## src/rtl/mix_columns_seq.sv

```systemverilog
// mix_columns_seq: sequences a full AES state through a byte-serial MixColumns datapath,
// capturing each mixed column and presenting the result on a valid/ready handshake.
module mix_columns_seq #(
    parameter int NUM_COLS  = 4,
    parameter bit BYPASS_EN = 1'b1
) (
    input  logic                   clock,
    input  logic                   reset,
    input  logic [32*NUM_COLS-1:0] in_state,
    input  logic                   in_bypass,
    input  logic                   in_valid,
    output logic                   in_ready,
    output logic [32*NUM_COLS-1:0] out_state,
    output logic                   out_valid,
    input  logic                   out_ready,
    output logic [7:0]             mc_in_byte,
    output logic [7:0]             mc_enable,
    input  logic [7:0]             mc_out_1,
    input  logic [7:0]             mc_out_2,
    input  logic [7:0]             mc_out_3,
    input  logic [7:0]             mc_out_4
);
    localparam int W  = 32*NUM_COLS;
    localparam int KW = $clog2(4*NUM_COLS);
    typedef enum logic [1:0] {IDLE, FEED, FLUSH, OUT} state_t;
    state_t        r_state, w_next;
    logic [W-1:0]  r_held, r_out;
    logic [KW-1:0] r_k, w_col;
    logic          w_accept, w_bypass, w_cap;
    assign out_state = r_out;
    assign w_accept  = in_valid && r_state == IDLE;
    assign w_bypass  = BYPASS_EN && in_bypass;
    // A column is complete one edge after its last byte; the edge that feeds the next column's row 0 captures it.
    assign w_cap     = (r_state == FEED && r_k[1:0] == 2'd0 && r_k != '0) || r_state == FLUSH;
    assign w_col     = (r_state == FLUSH) ? KW'(NUM_COLS - 1) : (r_k >> 2) - KW'(1);
    always_comb begin
        w_next     = r_state;
        in_ready   = 1'b0;
        out_valid  = 1'b0;
        mc_in_byte = '0;
        mc_enable  = '0;
        case (r_state)
            IDLE: begin
                in_ready = !reset;
                if (in_valid) w_next = w_bypass ? OUT : FEED;
            end
            FEED: begin
                mc_in_byte = r_held[W-1 -: 8];
                mc_enable  = (r_k[1:0] == 2'd0) ? 8'h00 : 8'hff;
                if (r_k == KW'(4*NUM_COLS - 1)) w_next = FLUSH;
            end
            FLUSH: w_next = OUT;
            OUT: begin
                out_valid = 1'b1;
                if (out_ready) w_next = IDLE;
            end
            default: w_next = IDLE;
        endcase
    end
    always_ff @(posedge clock) begin
        if (reset) r_state <= IDLE;
        else r_state <= w_next;
    end
    // The held copy shifts left so the next byte to feed always sits in the top byte.
    always_ff @(posedge clock) begin
        if (reset) begin
            r_held <= '0;
            r_out  <= '0;
            r_k    <= '0;
        end else begin
            if (w_accept) begin
                r_held <= in_state;
                r_k    <= '0;
                if (w_bypass) r_out <= in_state;
            end
            if (r_state == FEED) begin
                r_held <= r_held << 8;
                r_k    <= r_k + KW'(1);
            end
            for (int c = 0; c < NUM_COLS; c++)
                if (w_cap && w_col == KW'(c)) r_out[W-1-32*c -: 32] <= {mc_out_1, mc_out_2, mc_out_3, mc_out_4};
        end
    end
endmodule

```

## config.mk

```make
export PLATFORM = sky130hd
export DESIGN_NAME = mix_columns_seq
export DESIGN_NICKNAME = d
export VERILOG_FILES = /design/src/rtl/mix_columns_seq.sv
export SDC_FILE = /design/constraint.sdc
export NUM_CORES = 1
export LEC_CHECK = 0
export BUFFER_PORTS_ARGS = -buffer_cell sky130_fd_sc_hd__buf_4
export CAP_MARGIN = 30
export CORE_MARGIN = 3
export CORE_UTILIZATION = 55
export CTS_CLUSTER_SIZE = 12
export DETAILED_ROUTE_END_ITERATION = 16
export GPL_TIMING_DRIVEN = 1
export PLACE_DENSITY = 0.82
export SLEW_MARGIN = 20
export SYNTH_ARGS = -nofsm -noshare
export SYNTH_HDL_FRONTEND = slang
export SYNTH_SLANG_ARGS = --single-unit
```

## constraint.sdc

```tcl
create_clock -name clock -period 3.4 [get_ports clock]
set_input_delay 0.68 -clock clock [delete_from_list [all_inputs] [get_ports clock]]
set_output_delay 0.68 -clock clock [all_outputs]
set_load 0.02 [all_outputs]
```

Word level (Yosys, flattened, before mapping)
Cells that the tools add are included.

Register bits: 262. Output and inout bits: 146. Logic and storage cells: 69.

Add/sub/neg operators: 2. Equality and inequality tests: 10. Muxes and demuxes: 21. Reduce and logical (&&, ||, !) cells: 28.

Operators by type and width (number): 128-bit 2-to-1 mux (4); 32-bit 2-to-1 mux (4); 8-bit 2-to-1 mux (3); 2-bit nonzero test (9); 4-bit 2-to-1 mux (3); 4-bit by 2-bit == test with 1-bit output (second input constant) (2); 2-bit 2-to-1 mux (4); 2-bit one-hot mux with 4 select lines (1); 2-bit AND reduction (4); 1-bit logical AND (7); 2-bit != test (second input constant) (3); 4-bit by 1-bit adder with 4-bit output (second input constant) (1); 2-bit == test (second input constant) (2); 4-bit by 1-bit == test with 1-bit output (second input constant) (1); 4-bit == test (second input constant) (1); 2-bit logical NOT (2); 4-bit logical NOT (1); 4-bit nonzero test (1); 3-bit AND reduction (1); 2-bit by 1-bit subtractor with 3-bit output (second input constant) (1); 2-bit by 1-bit == test with 1-bit output (second input constant) (1); 1-bit 2-to-1 mux (2); 2-bit OR reduction (1); 1-bit logical NOT (1); 1-bit logical OR (1).

Longest topological paths before layout
Gate-level depths: netlist (run 1).

Depth in word-level cells: 7. Gate-level depth with buffers: 10. Gate-level depth less buffers: 6.

Worst setup path before layout (run 1)
OpenSTA, ideal clock, no wires.

Path kind: reg-to-output. Start: register r_state[1]. End: output mc_enable[1]. Arrival: 2.086 ns. Path slack: 0.634 ns. Stages on the path, launching flop included: 8. Path through: dfxtp_1 inv_1 ha_1 buf_4 clkbuf_1 clkbuf_1 nor2b_1 buf_4.

Word-level cells in the longest chain between the ends: 2.

Ends and longest elaborated chain: start, declared (RTL line 26) `state_t r_state, w_next;`; start signal, assigned (RTL line 62) `else r_state <= w_next;`; 2-bit by 1-bit == test with 1-bit output (RTL line 42) `case (r_state)`; 8-bit 2-to-1 mux (RTL line 42); end, declared (RTL line 17) `output logic [7:0] mc_enable,`.

Every way passes these cells.

Final worst setup path (run 1)
Start: register r_state[1]. End: output mc_enable[2].

Same word-level chain as after synthesis.

==> results of run 1 <==
[how the worst max path moves through the flow]
stage	end	slack, ps	cells past startpoint
finish	mc_enable[2]	300	5
global route	mc_enable[2]	130	5
CTS	mc_enable[2]	110	5
detailed placement	out_state[50]$_SDFFE_PP0P_	670	7
global placement	mc_enable[7]	780	5
floorplan	mc_enable[1]	630	7
[critical path: stages (launching register included)]
cell     delay [ps]
dfxtp_1         360
inv_1           160
ha_4            170
buf_4           500
nor2b_2         480
buf_4           220
[registers in the layout (all words and copies together), names as in the netlist]
register,count
r_k,4
r_held,128
out_state,128
r_state,2
[per-layer routing]
metal  part of all wire  up-vias
met5                  0        -
met4              0.050        0
met3               0.11      111
met2               0.46      693
met1               0.38     5826
li1                   -     5687
[kinds of logic after synthesis]
family | Yosys count | share of synthesized area
adder cells (fa/ha/maj) | 10 | 0.0103
multiplexers | 27 | 0.0222
flip-flops | 262 | 0.432
AO/OA/AOI/OAI | 419 | 0.263
buffers and inverters | 183 | 0.0648
AND/OR/NAND/NOR | 656 | 0.208
[through the flow]
step | std cells | power, uW
after detailed placement | 2016 | 8030
after CTS | 2057 | 10800
after global placement | 2016 | 7930
after global routing | 2057 | 11300
after floorplan | 1557 | 6680
final | 2057 | 10800
[final cells by class]
| class | count | area (um2) |
|---|---|---|
| multi-input cells | 1112 | 6150 |
| fillers | 1749 | 6140 |
| flip-flops and latches | 262 | 5250 |
| repair buffers | 328 | 2520 |
| clock buffers | 38 | 767 |
| well taps | 275 | 344 |
| inverters | 39 | 146 |
| clock inverters | 3 | 40.0 |
[power groups by stage]
stage / Sequential (uW) / Combinational [uW] / Clock [uW]
finish: 4140 / 3900 / 2800
global route: 4200 / 4210 / 2940
CTS: 4120 / 3870 / 2810
global placement: 4160 / 3770 / 0
detailed placement: 4180 / 3850 / 0
floorplan: 4440 / 2240 / 0
[repair_timing]
action	CTS	global route
hold buffers	0	0
resized for setup	0	1
setup endpoints to repair	0	8
[placed cells by master (no fill, tap or decap), types with 3 or more instances in the layout]
master / synthesis / routed
a21o_1: 120 / 120
mux2i_1: 27 / 27
a211oi_1: 3 / 3
inv_1: 39 / 39
a21oi_1: 161 / 161
clkbuf_1: 108 / 6
a311oi_1: 40 / 40
ha_1: 10 / 9
buf_12: 0 / 4
a221oi_1: 25 / 25
a311oi_2: 32 / 32
clkbuf_8: 0 / 6
o221a_2: 31 / 31
buf_4: 9 / 323
nand2_1: 527 / 525
dfxtp_1: 262 / 262
and2_1: 10 / 9
clkbuf_16: 0 / 27
nor2_1: 104 / 104
==> out/results.tsv, run 1 <==
stage	metric	value	unit
run_status	outcome	finished clean	
clocking	cts_root_buffer	clkbuf_16	
run	cap_violations	0	
power	power.internal	6870	uW
global_routing	antenna_found_initial	0	
logic_synthesis	syn_nets	1732	
logic_synthesis	yosysMostFrequentCell	nand2_1	
placement	io_buffers	310	
logic_synthesis	yosys.area.top_type_share	0.432	
power	power.leakage	0.00645	uW
logic_synthesis	postSynthAreaPerCell	7.80	um2
timing	fmax	322	MHz
clocking	htree_levels	1	
routing	drc	0	
logic_synthesis	synth_largest_area_cell	dfxtp_1	
logic_synthesis	syn-cell-area	12100	um2
global_routing	gr-usage-met2	0.542	
global_routing	grt_busiest_layer	met2	
timing	worst_slew_pin_slew	964	ps
clocking	cts_tree	yes	
global_routing	grtUsageMet1	0.443	
floorplanning	num_io_pins	311	
placement	place_area	14400	um2
global_routing	track_usage	0.340	
power	p_sw	3970	uW
worst_setup_path	rr_worst_depth	7	
logic_synthesis	seq_area_frac_synth	0.432	
clocking	clkTransAtPathRegs	60	ps
floorplanning	die_h	155	um
logic_synthesis	synth.cells.most_frequent	nand2_1, dfxtp_1, a21oi_1, a21o_1, clkbuf_1	
routing	detail_route.iter0.violations	1331	
clocking	clk_latency	530	ps
routing	routed_wl	43300	um
logic_synthesis	synthFlopType	dfxtp_1	
worst_setup_path	arrival	2420	ps
worst_setup_path	worstSetupPathType	register to output pin	
final_layout	fin_area	15200	um2
min_path	hold_end	r_held[6]$_SDFFE_PP0P_	
worst_setup_path	crit_start	r_state[1]$_SDFFE_PP0P_	
power	power_density	712	nW/um2
global_routing	use_met3	0.0809	
final_layout	final_core_util	0.713	
placement	dp_hpwl	29300	um
final_layout	final_layout_size_suffix_gt1_frac	0.245	
min_path	hp-start	in_state[6]	
final_layout	syn2layout_area_growth	25.3	%
worst_setup_path	r2r_end	out_state[52]$_SDFFE_PP0P_	
timing	setup_viol	0	
logic_synthesis	ys_ff_latch	262	
floorplanning	initial_core_util	0.569	
global_routing	grt_pass1_wl	64400	um
min_path	hp-class	primary input to register	
power	switching_share	0.366	
worst_setup_path	r2r-start	r_k[2]$_SDFFE_PP0P_	
logic_synthesis	ys_types	34	
timing	holdWs	420	ps
timing	period_needed	3100	ps
power	comb_power_share	0.360	
logic_synthesis	yosysWarnings	0	
logic_synthesis	syn_inst	1557	
routing	detail_route.wl_per_cell	21.0	um
worst_setup_path	rrSetupSlack	610	ps
routing	dr.pass1.iters	5	
timing	finClkSkew	9.11	ps
routing	num_vias	12317	
power	pwr-share-seq	0.382	
final_layout	antenna_cells	0	
worst_setup_path	end_kind	output pin	
timing	min_period_over_period	0.913	
placement	gp_congestion	0.913	
timing	fin_ws	297	ps
worst_setup_path	worstSetupStartpointType	register	
worst_setup_path	cp.required	2720	ps
final_layout	fin_nets	1945	
routing	via_per_inst	5.99	
global_routing	grt_overflow	0	
timing	setup_tns	0	ps
floorplanning	die_area	23900	um2
placement	pre_cts_ws	668	ps
worst_setup_path	crit_fanout	65	
timing	rsz0062_at_grt	no	
timing	slew_viol_final	0	
floorplanning	rows	53	
global_routing	grt_pass1_vias	11367	
clocking	post_cts_buffers	0	
clocking	clock-sinks	262	
floorplanning	die_w	155	um
logic_synthesis	ys_async_sr_fraction	0	
timing	slew_headroom	0.357	
logic_synthesis	synth_area_leaders	dfxtp_1, nand2_1, a21o_1, a21oi_1, a311oi_2	
floorplanning	core-area	21400	um2
logic_synthesis	synth-edff-count	0	
power	p_clk_frac	0.258	
clocking	clock_path_buffers	3	
min_path	min_path_cells	3	
global_routing	grt_max_degree	195	
clocking	cts_buffers	27	
power	peakVddDrop	608	uV
timing	hold_viol	0	
routing	postRouteAntennaNets	0	
No activity file was read; power rests on OpenSTA's default activity.
==> inputs of run 2 (changes only) <==
CORE_UTILIZATION = 40   (was 55)
PLACE_DENSITY = unset   (was 0.82)
==> run 2 against run 1 <==
Routed wire length grew 7.0%. Clock skew hardly changed. Non-clock buffer count up 3. Critical path depth increased by 2. Clock power up 6%. Sequential power is essentially flat. Die area grew 36%. Sequential share of layout area down 0.61 points. Via count shrank 3.2%. Critical endpoint is now out_state[53]$_SDFFE_PP0P_. Largest cell class unchanged.
==> out/results.tsv, run 2 (synthesis gave the netlist of run 1 again) <==
stage	metric	value	unit	change
final_layout	finalNonFillerCells	2184		was 2057
placement	io_buffers	310		unchanged
run	cap_violations	0		unchanged
clocking	post_cts_buffers	0		unchanged
final_layout	fin_area	15500	um2	was 15200 um2
timing	hold_viol	0		unchanged
global_routing	antenna_found_initial	0		unchanged
power	peakVddDrop	401	uV	was 608 uV
global_routing	grt_max_degree	109		was 195
timing	finClkSkew	8.82	ps	was 9.11 ps
clocking	cts_root_buffer	clkbuf_16		unchanged
worst_setup_path	r2r_end	out_state[53]$_SDFFE_PP0P_		was out_state[52]$_SDFFE_PP0P_
final_layout	antenna_cells	0		unchanged
routing	detail_route.iter0.violations	1299		was 1331
global_routing	grt_overflow	0		unchanged
timing	fmax	359	MHz	was 322 MHz
final_layout	syn2layout_area_growth	27.5	%	was 25.3%
clocking	cts_resized	0		unchanged
power	power_density	713	nW/um2	was 712 nW/um2
placement	place_inst	2133		was 2016
timing	setup_tns	0	ps	unchanged
clocking	cts_buffers	29		was 27
worst_setup_path	r2r-start	r_k[2]$_SDFFE_PP0P_		unchanged
worst_setup_path	rr_worst_depth	7		unchanged
floorplanning	die_area	32500	um2	was 23900 um2
final_layout	final_layout_size_suffix_gt1_frac	0.248		was 0.245
power	power.leakage	0.00652	uW	was 0.00645 uW
floorplanning	die_w	180	um	was 155 um
power	power.total	11000	uW	was 10800 uW
worst_setup_path	worstSetupPathType	register to register		was register to output pin
floorplanning	num_io_pins	311		unchanged
routing	drc	0		unchanged
clocking	holdBufCountCts	0		unchanged
clocking	htree_levels	1		unchanged
worst_setup_path	crit_fanout	64		was 65
timing	slew_viol_final	0		unchanged
worst_setup_path	arrival	3150	ps	was 2420 ps
routing	routed_wl	46300	um	was 43300 um
final_layout	final_cell_mix	nand2_1, buf_4, dfxtp_1, a21oi_1, a21o_1		unchanged
min_path	min_path_cells	3		unchanged
floorplanning	core-area	29800	um2	was 21400 um2
routing	postRouteAntennaNets	0		unchanged
min_path	hp-class	primary input to register		unchanged
clocking	clkTransAtPathRegs	60	ps	about the same
worst_setup_path	rrSetupSlack	620	ps	was 610 ps
timing	holdWs	404	ps	was 420 ps
placement	gp_congestion	0.846		was 0.913
clocking	clock_path_buffers	3		unchanged
timing	slew_headroom	0.411		was 0.357
min_path	hold_end	r_held[2]$_SDFFE_PP0P_		was r_held[6]$_SDFFE_PP0P_
floorplanning	rows	63		was 53
timing	min_period_over_period	0.819		was 0.913
timing	period_needed	2780	ps	was 3100 ps
routing	via_per_inst	5.46		was 5.99
min_path	hp-start	in_state[2]		was in_state[6]
worst_setup_path	worstSetupStartpointType	register		unchanged
routing	detail_route.wl_per_cell	21.2	um	was 21.0 um
floorplanning	die_h	180	um	was 155 um
global_routing	grt_pass1_vias	11075		was 11.4k
floorplanning	initial_core_util	0.408		was 0.569
placement	place_area	14600	um2	was 14400 um2
worst_setup_path	end_kind	register		was output pin
final_layout	final_common_cell	nand2_1		unchanged
global_routing	track_usage	0.271		was 0.340
timing	rsz0062_at_grt	no		unchanged
run_status	outcome	finished clean		unchanged
routing	dr.pass1.iters	6		was 5
final_layout	fin_nets	1950		was 1945
clocking	clk_latency	540	ps	was 530 ps
routing	num_vias	11923		was 12.3k
placement	dp_hpwl	31300	um	was 29300 um
clocking	cts_tree	yes		unchanged
timing	setup_viol	0		unchanged
worst_setup_path	crit_start	r_k[2]$_SDFFE_PP0P_		was r_state[1]$_SDFFE_PP0P_
global_routing	grt_pass1_wl	69200	um	was 64400 um
worst_setup_path	cp.required	3770	ps	was 2720 ps
timing	worst_slew_pin_slew	883	ps	was 964 ps
clocking	clock-sinks	262		unchanged
[run 2: changes by cell type in the layout (fill, tap and decap cells not counted)]
cell	previous run	this run
buf_4	323	324
buf_8	0	1
o22ai_4	0	1
bufinv_16	1	0
buf_12	4	5
clkbuf_8	6	9
clkbuf_1	6	9
nor2b_1	2	3
o22ai_2	1	0
clkbuf_16	27	29
nor2b_2	1	0
clkinv_2	2	4
[run 2: power breakdown]
part	total [uW]	internal (uW)	leakage (uW)	switching [uW]
Clock	2980	1730	0.000441	1250
Sequential	4130	3740	0.00214	393
Combinational	3940	1540	0.00394	2410
[run 2: cell type report]
type,count,area [um2]
clock buffers,46,870
flip-flops and latches,262,5250
multi-input cells,1112,6160
clock inverters,4,20.0
inverters,39,146
repair buffers,331,2560
fillers,2919,14300
well taps,390,488
[run 2: through the flow]
stage          worst slack, ps   util
2_1_floorplan              634      -
3_3_place_gp               786  0.490
3_5_place_dp               667  0.490
4_1_cts                    605  0.519
5_1_grt                    476  0.520
6_report                   616  0.520
[run 2: how the worst max path moves through the flow]
stage,to,depth (start not counted)
floorplan,mc_enable[1],7
global placement,out_state[55]$_SDFFE_PP0P_,7
detailed placement,out_state[53]$_SDFFE_PP0P_,7
CTS,mc_enable[1],4
global route,out_state[53]$_SDFFE_PP0P_,7
finish,out_state[53]$_SDFFE_PP0P_,7
[run 2: critical path, stage by stage (launching register included)]
cell	delay [ps]
dfxtp_1	450
inv_1	120
ha_1	220
and3b_1	430
or4b_2	630
buf_4	400
nor2_1	260
a311oi_2	70
[run 2: layer usage]
layer,part of all wire,vias up,track usage
met5,0,-,0
met4,0.028,0,0.0722
met3,0.074,62,0.0509
met2,0.46,487,0.432
met1,0.44,5665,0.377
li1,-,5709,-
==> inputs of run 3 (changes only) <==
PLACE_DENSITY = 0.65   (was unset)
clock period = 2.51 ns   (was 3.4 ns; I/O delays follow)
==> run 3 against run 2 <==
Cell count up 0.41%. Largest power group unchanged. Routed wire length up 0.93%. Non-clock buffer count up 8. Register-to-register slack worse by 470 ps. Clock skew up 3.2 ps. Clock power up 37%. Hold slack worse by 200 ps.
==> out/results.tsv, run 3 (synthesis gave the netlist of run 1 again) <==
stage	metric	value	unit	change
timing	slew_headroom	0.510		was 0.411
routing	drc	0		unchanged
final_layout	final_layout_size_suffix_gt1_frac	0.253		was 0.248
placement	gp_congestion	0.837		was 0.846
clocking	cts_buffers	28		was 29
global_routing	track_usage	0.269		was 0.271
clocking	htree_levels	1		unchanged
floorplanning	rows	63		unchanged
placement	dp_hpwl	31800	um	was 31300 um
floorplanning	core-area	29800	um2	unchanged
global_routing	grt_max_degree	140		was 109
timing	fmax	415	MHz	
routing	detail_route.iter0.violations	1298		was 1299
floorplanning	initial_core_util	0.408		unchanged
final_layout	final_cell_mix	nand2_1, buf_4, dfxtp_1, a21oi_1, a21o_1		unchanged
placement	place_area	14700	um2	was 14600 um2
final_layout	syn2layout_area_growth	29.0	%	was 27.5%
final_layout	fillers	2924		was 2919
placement	io_buffers	310		unchanged
min_path	hp-class	primary input to register		unchanged
power	power_density	969	nW/um2	was 713 nW/um2
timing	setup_viol	0		unchanged
routing	routed_wl	46700	um	was 46300 um
routing	num_vias	12044		was 11.9k
power	power.leakage	0.00659	uW	was 0.00652 uW
power	power.total	15200	uW	was 11000 uW
final_layout	fin_area	15700	um2	was 15500 um2
clocking	cts_tree	yes		unchanged
timing	rsz0062_at_grt	no		unchanged
power	peakVddDrop	500	uV	was 401 uV
global_routing	grt_pass1_vias	11406		was 11.1k
worst_setup_path	worstSetupStartpointType	register		unchanged
worst_setup_path	arrival	1910	ps	was 3150 ps
timing	finClkSkew	12.0	ps	was 8.82 ps
run_status	outcome	finished clean		unchanged
timing	worst_slew_pin_slew	735	ps	was 883 ps
routing	detail_route.wl_per_cell	21.3	um	was 21.2 um
final_layout	final_core_util	0.526		was 0.520
timing	min_period_over_period	0.960		
global_routing	grt_overflow	0		unchanged
clocking	clk_latency	550	ps	was 540 ps
worst_setup_path	worstSetupPathType	register to output pin		was register to register
final_layout	fin_nets	1958		was 1950
clocking	clock_path_buffers	3		unchanged
final_layout	final_common_cell	nand2_1		unchanged
routing	dr.pass1.iters	8		was 6
floorplanning	die_area	32500	um2	unchanged
timing	slew_viol_final	0		unchanged
worst_setup_path	crit_fanout	26		was 64
worst_setup_path	cp.required	2010	ps	was 3770 ps
worst_setup_path	end_kind	output pin		was register
run	cap_violations	0		unchanged
clocking	cts_root_buffer	clkbuf_16		unchanged
floorplanning	num_io_pins	311		unchanged
clocking	clkTransAtPathRegs	60	ps	about the same
clocking	clock-sinks	262		unchanged
floorplanning	die_h	180	um	unchanged
timing	hold_viol	0		unchanged
routing	via_per_inst	5.49		was 5.46
global_routing	antenna_found_initial	1		was 0
routing	postRouteAntennaNets	0		unchanged
floorplanning	die_w	180	um	unchanged
global_routing	grt_pass1_wl	68800	um	was 69200 um
timing	setup_tns	0	ps	unchanged
timing	period_needed	2410	ps	
## run 3: cell type report
cell class | count | area [um2] | share of cell area
clock buffers | 43 | 827 | 0.0528
diodes | 1 | 2.50 | 0.000160
inverters | 39 | 146 | 0.00935
flip-flops and latches | 262 | 5250 | 0.335
multi-input cells | 1113 | 6190 | 0.395
clock inverters | 6 | 66.3 | 0.00423
repair buffers | 339 | 2700 | 0.172
well taps | 390 | 488 | 0.0312
## run 3: metrics by stage
stage	worst slack, ps	instances	hold slack (ps)
2_1_floorplan	133	1557	432
3_3_place_gp	123	2139	436
3_5_place_dp	30.6	2139	442
4_1_cts	6.72	2188	187
5_1_grt	10.3	2192	204
6_report	100	2193	204
## run 3: routing by layer
metal  global-route usage  up-vias  share of wire
met5                    0        -        0.00015
met4               0.0915        2          0.035
met3               0.0626       68          0.090
met2                0.413      585           0.44
met1                0.372     5663           0.43
li1                     -     5726              -
## run 3: path summary, 6_finish.rpt
| kind | from | to | slack (ps) | cells after the start |
|---|---|---|---|---|
| hold / removal | in_state[7] | r_held[7]$_SDFFE_PP0P_ | 200 | 3 |
| setup / recovery | r_state[1]$_SDFFE_PP0P_ | mc_enable[0] | 100 | 5 |
| hold reg to reg | r_held[111]$_SDFFE_PP0P_ | r_held[119]$_SDFFE_PP0P_ | 450 | 2 |
| setup reg to reg | r_state[1]$_SDFFE_PP0P_ | out_state[61]$_SDFFE_PP0P_ | 150 | 7 |
## run 3: timing repair
| item | 4_1_cts | 5_1_grt |
|---|---|---|
| gates cloned | 0 | 2 |
| pin swaps | 0 | 2 |
| hold buffers | 0 | 0 |
| setup endpoints to repair | 16 | 32 |
| gates resized for setup | 4 | 2 |
| buffers inserted | 0 | 2 |
## run 3: critical path, cell delays in order (launching register included)
cell	delay (ps)
dfxtp_1	360
inv_2	120
ha_4	210
buf_16	190
nor2b_4	290
buf_4	190
## run 3: power by group
part	internal, uW	switching, uW
Clock	2360	1720
Sequential	5060	566
Combinational	2180	3300
